## config.mk

```make
export PLATFORM = sky130hd
export DESIGN_NAME = calibration_engine_mc
export DESIGN_NICKNAME = d
export VERILOG_FILES = /design/src/rtl/calibration_engine_mc.sv
export SDC_FILE = /design/constraint.sdc
export NUM_CORES = 1
export LEC_CHECK = 0
export CORE_MARGIN = 2
export CORE_UTILIZATION = 55
export DETAILED_ROUTE_END_ITERATION = 10
export GPL_TIMING_DRIVEN = 0
export PLACE_DENSITY_LB_ADDON = 0.05
export SKIP_LAST_GASP = 1
export SLEW_MARGIN = 5
export SYNTH_ARGS = -nofsm -noshare
export SYNTH_HDL_FRONTEND = slang
export SYNTH_SLANG_ARGS = --single-unit
export TNS_END_PERCENT = 5
```

## constraint.sdc

```tcl
create_clock -name clock -period 5.4 [get_ports clock]
set_input_delay 1.08 -clock clock [delete_from_list [all_inputs] [get_ports clock]]
set_output_delay 1.08 -clock clock [all_outputs]
set_load 0.05 [all_outputs]
```

## src/rtl/calibration_engine_mc.sv

```systemverilog
// Multi-channel calibration engine: per-channel offset, fixed-point gain and clamp over a 3-stage stallable pipeline.
// Build option CAL_ROUNDING_EN selects round-half-up in the scale stage; truncation otherwise.
module calibration_engine_mc #(
    parameter int DATA_WIDTH     = 16,
    parameter int GAIN_FRAC_BITS = 12,
    parameter int NUM_CHANNELS   = 4,
    parameter int CH_WIDTH       = $clog2(NUM_CHANNELS)
) (
    input  logic                  clock,
    input  logic                  reset,
    input  logic                  cfg_we,
    input  logic [CH_WIDTH-1:0]   cfg_ch,
    input  logic [DATA_WIDTH-1:0] cfg_offset,
    input  logic [DATA_WIDTH-1:0] cfg_gain,
    input  logic                  cfg_bypass,
    input  logic                  in_valid,
    output logic                  in_ready,
    input  logic [DATA_WIDTH-1:0] in_data,
    input  logic [CH_WIDTH-1:0]   in_ch,
    output logic                  out_valid,
    input  logic                  out_ready,
    output logic [DATA_WIDTH-1:0] out_data,
    output logic [CH_WIDTH-1:0]   out_ch,
    output logic                  out_sat,
    input  logic [CH_WIDTH-1:0]   sat_sel,
    input  logic                  sat_clear,
    output logic [15:0]           sat_count
);
    localparam int DW = DATA_WIDTH;
    localparam int SW = DATA_WIDTH + 2;
    localparam int PW = 2 * DATA_WIDTH;
    localparam logic [DW-1:0] GAIN_ONE = {{(DW-1){1'b0}}, 1'b1} << GAIN_FRAC_BITS;
`ifdef CAL_ROUNDING_EN
    localparam logic [PW-1:0] ROUND_HALF = {{(PW-1){1'b0}}, 1'b1} << (GAIN_FRAC_BITS - 1);
`endif

    // Returns {sat, clamped}; sum is never outside [-2^DW, 2^(DW+1)).
    function automatic logic [DW:0] clamp_offset(input logic signed [SW-1:0] sum);
        if (sum[SW-1]) return {1'b1, {DW{1'b0}}};
        if (sum[DW])   return {1'b1, {DW{1'b1}}};
        return {1'b0, sum[DW-1:0]};
    endfunction

    function automatic logic [DW:0] scale_product(input logic [PW-1:0] prod);
        logic [PW-1:0] r;
        r = prod;
`ifdef CAL_ROUNDING_EN
        r = prod + ROUND_HALF;
`endif
        if (|r[PW-1:DW+GAIN_FRAC_BITS]) return {1'b1, {DW{1'b1}}};
        return {1'b0, r[DW+GAIN_FRAC_BITS-1:GAIN_FRAC_BITS]};
    endfunction

    logic signed [DW-1:0] off_q  [NUM_CHANNELS];
    logic signed [DW-1:0] off_d  [NUM_CHANNELS];
    logic [DW-1:0]        gain_q [NUM_CHANNELS];
    logic [DW-1:0]        gain_d [NUM_CHANNELS];
    logic                 byp_q  [NUM_CHANNELS];
    logic                 byp_d  [NUM_CHANNELS];
    logic [15:0]          cnt_q  [NUM_CHANNELS];
    logic [15:0]          cnt_d  [NUM_CHANNELS];

    logic                 adv;
    logic signed [DW-1:0] sel_off;
    logic [DW-1:0]        sel_gain;
    logic                 sel_byp;
    logic                 ch_ok;
    logic signed [SW-1:0] sum_p0;
    logic [DW:0]          clamp_p0;
    logic [DW:0]          scale_p2;

    logic                vld_p1_q, vld_p1_d, vld_p2_q, vld_p2_d, out_valid_q, out_valid_d;
    logic [DW-1:0]       data_p1_q, data_p1_d, gain_p1_q, gain_p1_d;
    logic                sat_p1_q, sat_p1_d, sat_p2_q, sat_p2_d, out_sat_q, out_sat_d;
    logic [CH_WIDTH-1:0] ch_p1_q, ch_p1_d, ch_p2_q, ch_p2_d, out_ch_q, out_ch_d;
    logic [PW-1:0]       prod_p2_q, prod_p2_d;
    logic [DW-1:0]       out_data_q, out_data_d;

    assign adv       = !out_valid_q || out_ready;
    assign in_ready  = adv;
    assign out_valid = out_valid_q;
    assign out_data  = out_data_q;
    assign out_ch    = out_ch_q;
    assign out_sat   = out_sat_q;

    always_comb begin
        off_d  = off_q;
        gain_d = gain_q;
        byp_d  = byp_q;
        for (int i = 0; i < NUM_CHANNELS; i++) begin
            if (cfg_we && int'(cfg_ch) == i) begin
                off_d[i]  = $signed(cfg_offset);
                gain_d[i] = cfg_gain;
                byp_d[i]  = cfg_bypass;
            end
        end
    end

    always_comb begin
        sel_off  = '0;
        sel_gain = GAIN_ONE;
        sel_byp  = 1'b0;
        ch_ok    = 1'b0;
        for (int i = 0; i < NUM_CHANNELS; i++) begin
            if (int'(in_ch) == i) begin
                sel_off  = off_q[i];
                sel_gain = gain_q[i];
                sel_byp  = byp_q[i];
                ch_ok    = 1'b1;
            end
        end
    end

    // S1: offset and clamp; bypass swaps in unity gain so later stages pass the sample through
    always_comb begin
        sum_p0   = $signed({2'b00, in_data}) + $signed({{2{sel_off[DW-1]}}, sel_off});
        clamp_p0 = clamp_offset(sum_p0);
        vld_p1_d = in_valid && ch_ok;
        ch_p1_d  = in_ch;
        if (sel_byp) begin
            data_p1_d = in_data;
            sat_p1_d  = 1'b0;
            gain_p1_d = GAIN_ONE;
        end else begin
            data_p1_d = clamp_p0[DW-1:0];
            sat_p1_d  = clamp_p0[DW];
            gain_p1_d = sel_gain;
        end
    end

    // S2: gain multiply
    always_comb begin
        vld_p2_d  = vld_p1_q;
        ch_p2_d   = ch_p1_q;
        sat_p2_d  = sat_p1_q;
        prod_p2_d = PW'(data_p1_q) * PW'(gain_p1_q);
    end

    // S3: scale back to sample width and saturate
    always_comb begin
        scale_p2    = scale_product(prod_p2_q);
        out_valid_d = vld_p2_q;
        out_ch_d    = ch_p2_q;
        out_data_d  = scale_p2[DW-1:0];
        out_sat_d   = sat_p2_q | scale_p2[DW];
    end

    always_ff @(posedge clock) begin
        if (reset) begin
            vld_p1_q    <= 1'b0;
            vld_p2_q    <= 1'b0;
            out_valid_q <= 1'b0;
            out_data_q  <= '0;
            out_ch_q    <= '0;
            out_sat_q   <= 1'b0;
        end else if (adv) begin
            vld_p1_q    <= vld_p1_d;
            vld_p2_q    <= vld_p2_d;
            out_valid_q <= out_valid_d;
            out_data_q  <= out_data_d;
            out_ch_q    <= out_ch_d;
            out_sat_q   <= out_sat_d;
        end
    end

    always_ff @(posedge clock) begin
        if (adv) begin
            data_p1_q <= data_p1_d;
            gain_p1_q <= gain_p1_d;
            sat_p1_q  <= sat_p1_d;
            ch_p1_q   <= ch_p1_d;
            prod_p2_q <= prod_p2_d;
            sat_p2_q  <= sat_p2_d;
            ch_p2_q   <= ch_p2_d;
        end
    end

    // Clear is applied after the increment so it wins on a same-cycle collision.
    always_comb begin
        cnt_d = cnt_q;
        for (int i = 0; i < NUM_CHANNELS; i++) begin
            if (out_valid_q && out_ready && out_sat_q && int'(out_ch_q) == i && cnt_q[i] != 16'hFFFF)
                cnt_d[i] = cnt_q[i] + 16'd1;
            if (sat_clear && int'(sat_sel) == i)
                cnt_d[i] = '0;
        end
    end

    always_comb begin
        sat_count = '0;
        for (int i = 0; i < NUM_CHANNELS; i++) begin
            if (int'(sat_sel) == i) sat_count = cnt_q[i];
        end
    end

    always_ff @(posedge clock) begin
        if (reset) begin
            for (int i = 0; i < NUM_CHANNELS; i++) begin
                off_q[i]  <= '0;
                gain_q[i] <= GAIN_ONE;
                byp_q[i]  <= 1'b0;
                cnt_q[i]  <= '0;
            end
        end else begin
            off_q  <= off_d;
            gain_q <= gain_d;
            byp_q  <= byp_d;
            cnt_q  <= cnt_d;
        end
    end
endmodule

```

### After elaboration in Yosys (flattened, before gate mapping)

Index checks and enable logic that the tools add are counted.

| cells by class | value |
|---|---|
| $add $sub $neg | 5 |
| multiply operators | 1 |
| eq/ne operators | 16 |
| muxes and demuxes | 31 |
| bitwise logic cells | 1 |
| reduce and logical (&&, ||, !) cells | 30 |

Operator list:

| cell | count |
|---|---|
| 16-bit two-way mux | 13 |
| 17-bit two-way mux | 6 |
| 16-bit by 1-bit adder with 16-bit output (second input constant) | 4 |
| 16-bit inequality test (second input constant) | 4 |
| 16-bit by 16-bit multiplier with 32-bit output | 1 |
| 1-bit logical AND | 19 |
| 17-bit by 16-bit adder with 18-bit output | 1 |
| 2-bit equality test (second input constant) | 8 |
| 1-bit two-way mux | 12 |
| 2-bit by 1-bit equality test with 1-bit output (second input constant) | 4 |
| 2-bit zero test | 4 |
| 2-bit OR reduction | 4 |
| 4-bit OR reduction | 1 |
| 1-bit zero test | 1 |
| 1-bit logical OR | 1 |
| 1-bit bitwise OR | 1 |

| word-level totals | value |
|---|---|
| bits in registers | 288 |
| output and inout port bits | 37 |
| word-level logic and storage cells | 113 |

### Longest topological paths before layout

| depth | value |
|---|---|
| depth in word-level cells | 11 |
| depth in mapped cells | 22 |
| depth with buffers taken out | 20 |

### Worst setup path after synthesis

Ideal clock, no wire load.

| timing | value |
|---|---|
| path kind | flip-flop to flip-flop |
| start | register gain_p1_q[1] |
| end | register prod_p2_q[28], data pin |
| setup time | 0.269 ns |
| arrival | 5.494 ns |
| path slack | -0.363 ns |
| cell stages (with the launch flop) | 17 |
| buffers on the path | 1 |
| period minus slack after synthesis | 5.763 ns |
| path through | edfxtp_1 -> clkbuf_1 -> nand2_1 -> fa_1 -> fa_1 -> fa_1 -> fa_1 -> inv_1 -> fa_1 -> fa_1 -> ha_1 -> a21o_1 -> a2111oi_0 -> o21ai_0 -> a311oi_1 -> o31ai_1 -> xor2_1 |

| between the ends | value |
|---|---|
| cells in the longest elaborated chain, start to end | 1 |

Ends and longest elaborated chain:

| item | line | source |
|---|---|---|
| from (decl) | 73 | `logic [DW-1:0] data_p1_q, data_p1_d, gain_p1_q, gain_p1_d;` |
| from (signal assigned) | 169 | `gain_p1_q <= gain_p1_d;` |
| 16-bit by 16-bit multiplier with 32-bit output | 136 | `prod_p2_d = PW'(data_p1_q) * PW'(gain_p1_q);` |
| named net prod_p2_d[28] | 76 | `logic [PW-1:0] prod_p2_q, prod_p2_d;` |
| to (signal assigned) | 172 | `prod_p2_q <= prod_p2_d;` |
| to (decl) | 76 |  |

The timed path passes the listed nets, and every way through them passes these cells.
A chain may end at the register's enable or synchronous reset.

### Worst setup path in the final report

| timing | value |
|---|---|
| start | register gain_p1_q[5] |
| end | register prod_p2_q[30], data pin |

Same word-level chain as after synthesis.

==> summary.txt <==
Status
  – Status: finished, violations left
  – Violated checks: setup timing

Die
  – Row count: 71
  – Die Height: 197.9 µm
  – Die area: 39150 µm²
  – Ports: 98
  – Die X: 197.9 µm
  – Initial Util: 55.41%
  – Core Area: 37310 µm²

Clocking
  – H-Tree Depth: 1
  – Worst-path clk slew: 0.07 ns
  – CTS Hold Bufs: 0
  – Num Clock Sinks: 276
  – Root buffer selected by CTS: clkbuf_16
  – Later-pin clock latency in the skew report: 0.56 ns
  – Num CTS Buffers: 30
  – Max Buffers Root-to-Sink: 3
  – CTS tree: built

Yosys
  – Synth unique cells: 70
  – Syn_nets: 2644
  – Main synth FF type: dfxtp_1
  – EDFF count, synth: 58
  – Register area share after synthesis: 29.54%
  – Yosys warns: 0
  – Async SR Flop Fraction: 0%
  – Syn Inst Count: 2267
  – Mapped Area: 20670 µm²
  – Post-synthesis register bit count: 276
  – Avg Inst Size Synth: 9.119 µm²

Drt
  – Routed wire length: 57120 µm
  – Post-DRT Antenna Nets: 0
  – Drt first pass iters: 5
  – Initial drt markers: 1157
  – Drt wl/cell: 19.40 µm
  – Post-route DRC: 0
  – Vias per inst: 5.776
  – Total number of vias: 17010

STA
  – Final worst path period need: 5.917 ns
  – Headroom to the max-slew limit: 26.02%
  – Hold_ws: 0.4287 ns
  – Final Hold Fails: 0
  – Final WS setup: -0.5174 ns
  – Max Freq: 169.0 MHz
  – Slew Viols, Final: 0
  – Endpoints failing setup: 19
  – Worst-Margin Slew: 1.107 ns
  – RSZ-0062 raised after global routing: yes
  – Clk_skew: 0.01937 ns
  – Period utilization: 109.6%

Job
  – Max-Cap Viols: 0

Global routing
  – Gr ovfl total: 0
  – Total GRT Usage: 29.52%
  – Vias in the first global route: 16750
  – Largest net degree at the start of global routing: 69
  – First-pass GRT wire length: 89510 µm
  – Initial antenna violation count: 1

Worst setup path
  – Req. time, crit path: 5.69 ns
  – Crit Path Class: flip-flop to flip-flop
  – CP max FO: 7
  – Startpoint types: flip-flop
  – CP endpoint kind: flip-flop
  – Crit path DAT: 6.21 ns

Cells and area
  – Most common cell after layout, fill and taps aside: nand2_1
  – Fillers: 3212
  – Most frequent cells in the layout: nand2_1 (461), inv_1 (228), dfxtp_1 (218)
  – Final nets: 2824
  – Ant. Diodes: 0
  – Area grow syn2layout: 16.23%
  – Proportion of layout cells with a drive suffix above 1: 9.794%

Pwr
  – Logic pwr share: 44.0%
  – Internal power: 4.992 mW
  – Static Leak: 10.06 nW
  – Sequential fraction of design power: 31.0%
  – Sw frac: 37.94%
  – Power Total: 8.045 mW
  – P per Cell Area: 334.8 nW/µm²
  – Max VDD drop: 0.2918 mV
  – Clock Power Share: 25.0%
  – Psw: 3.053 mW

Worst hold path
  – Hold Crit Class: flip-flop to flip-flop

Placed design
  – Routability congestion estimate: 0.9060
  – Buffers on Ports: 96
  – Dpl hpwl: 43670 µm
==> sequential cells by signal (all words and copies together), names as in the netlist <==
signal / flops
off_q: 64
vld_p1_q: 1
ch_p1_q: 2
ch_p2_q: 2
out_valid_d: 1
gain_q: 64
gain_p1_q: 16
out_data: 16
prod_p2_q: 20
sat_p2_q: 1
sat_p1_q: 1
out_ch: 2
byp_q: 4
out_valid: 1
cnt_q: 64
out_sat: 1
data_p1_q: 16
==> cells by family (layout without fill, tap and decap cells) <==
family	after synthesis	in the layout	synth area share, %
simple gates	886	886	19.95
fa+ha+maj	316	316	26.17
flops	276	276	29.54
compound gates	315	315	8.988
xor+xnor	81	81	3.432
mux	54	54	5.587
buf+inv	339	543	6.337
==> metal layers <==
metal  GRT usage [%]  vias to the layer above  wire (µm)
li1                -                     7844          -
met3           4.037                      121       3518
met5               0                        -          0
met2           49.24                      602      27440
met4           12.39                        0       2479
met1           38.79                     8443      23690
==> synthesized netlist by cell type (all sizes together), types with 3 or more instances <==
cell type / count / area (µm²)
a211oi: 9 / 67.56
a21o: 14 / 105.1
a21oi: 181 / 905.9
a311oi: 3 / 26.28
a31o: 4 / 35.03
a31oi: 11 / 68.82
a41oi: 5 / 43.79
and2: 130 / 813.3
and3: 18 / 112.6
and4: 14 / 125.1
buf: 12 / 82.58
clkbuf: 98 / 367.9
dfxtp: 218 / 4364
edfxtp: 58 / 1742
fa: 194 / 3884
ha: 122 / 1526
inv: 229 / 859.6
mux2i: 4 / 40.04
mux4: 49 / 1104
nand2: 461 / 1730
nand2b: 5 / 31.28
nand3: 31 / 155.2
nand3b: 8 / 60.06
nand4: 22 / 137.6
nor2: 114 / 427.9
nor2b: 21 / 131.4
nor3: 30 / 150.1
nor3b: 5 / 37.54
nor4: 5 / 46.29
o211a: 3 / 30.03
o211ai: 9 / 67.56
o21a: 4 / 30.03
o21ai: 41 / 205.2
o21bai: 3 / 22.52
o31ai: 6 / 45.04
or2: 6 / 37.54
or3: 9 / 66.31
xnor2: 46 / 402.9
xor2: 35 / 306.5
==> critical path: stages (launching register included) <==
cell and delay [ns]:
edfxtp_1 0.52, clkbuf_8 0.22, and2_1 0.15, fa_1 0.50, inv_1 0.05, fa_1 0.49, fa_1 0.44, fa_2 0.57
inv_1 0.05, fa_1 0.46, fa_2 0.60, ha_4 0.23, a21o_1 0.20, a2111oi_4 0.34, o21ai_4 0.16, buf_4 0.19
nand4_1 0.17, a41oi_2 0.15, xor2_1 0.16
==> what timing repair did <==
item,4_1_cts,5_1_grt
pin swaps,12,16
setup buffers,40,14
endpoints found under the setup margin,35,36
gates resized for setup,45,30
==> cell type report <==
class                   count  area (µm²)  share of cell area (%)
plain buffers             108       621.8                   2.588
inverters                 229       859.6                   3.578
repair buffers            150        1389                   5.780
multi-input cells        1652       13480                   56.09
clock buffers              38       842.1                   3.505
flip-flops and latches    276        6106                   25.41
clock inverters            18       138.9                  0.5780
well taps                 474       593.1                   2.468
==> final timing paths <==
| kind | end | from | cells past startpoint | slack, ns |
|---|---|---|---|---|
| worst max-delay path | prod_p2_q[30] | gain_p1_q[5] | 18 | -0.52 |
| worst min-delay path | ch_p2_q[0] | ch_p1_q[0] | 0 | 0.43 |
| worst max register to register | prod_p2_q[30] | gain_p1_q[5] | 18 | -0.52 |
| worst min register to register | ch_p2_q[0] | ch_p1_q[0] | 0 | 0.43 |
==> stage by stage <==
step	area (µm²)	setup slack (ns)	setup TNS (ns)	cells	util, %
after floorplan	20810	-0.09094	-0.3650	2267	-
after global placement	22370	-1.256	-26.50	2837	59.94
after detailed placement	22370	-0.9406	-27.06	2837	59.95
after CTS	23810	-0.4812	-10.31	2932	63.81
after global routing	24030	-0.6582	-12.42	2945	64.40
final	24030	-0.5174	-6.926	2945	64.40
==> power by group through the flow <==
stage / Sequential [mW] / Combinational [mW] / Clock [mW]
floorplan: 2.65 / 2.20 / 0
global placement: 2.58 / 3.14 / 0
detailed placement: 2.58 / 3.18 / 0
CTS: 2.50 / 3.41 / 2.04
global route: 2.51 / 3.94 / 2.13
finish: 2.49 / 3.54 / 2.01
Power figures use the tool's default switching activity.
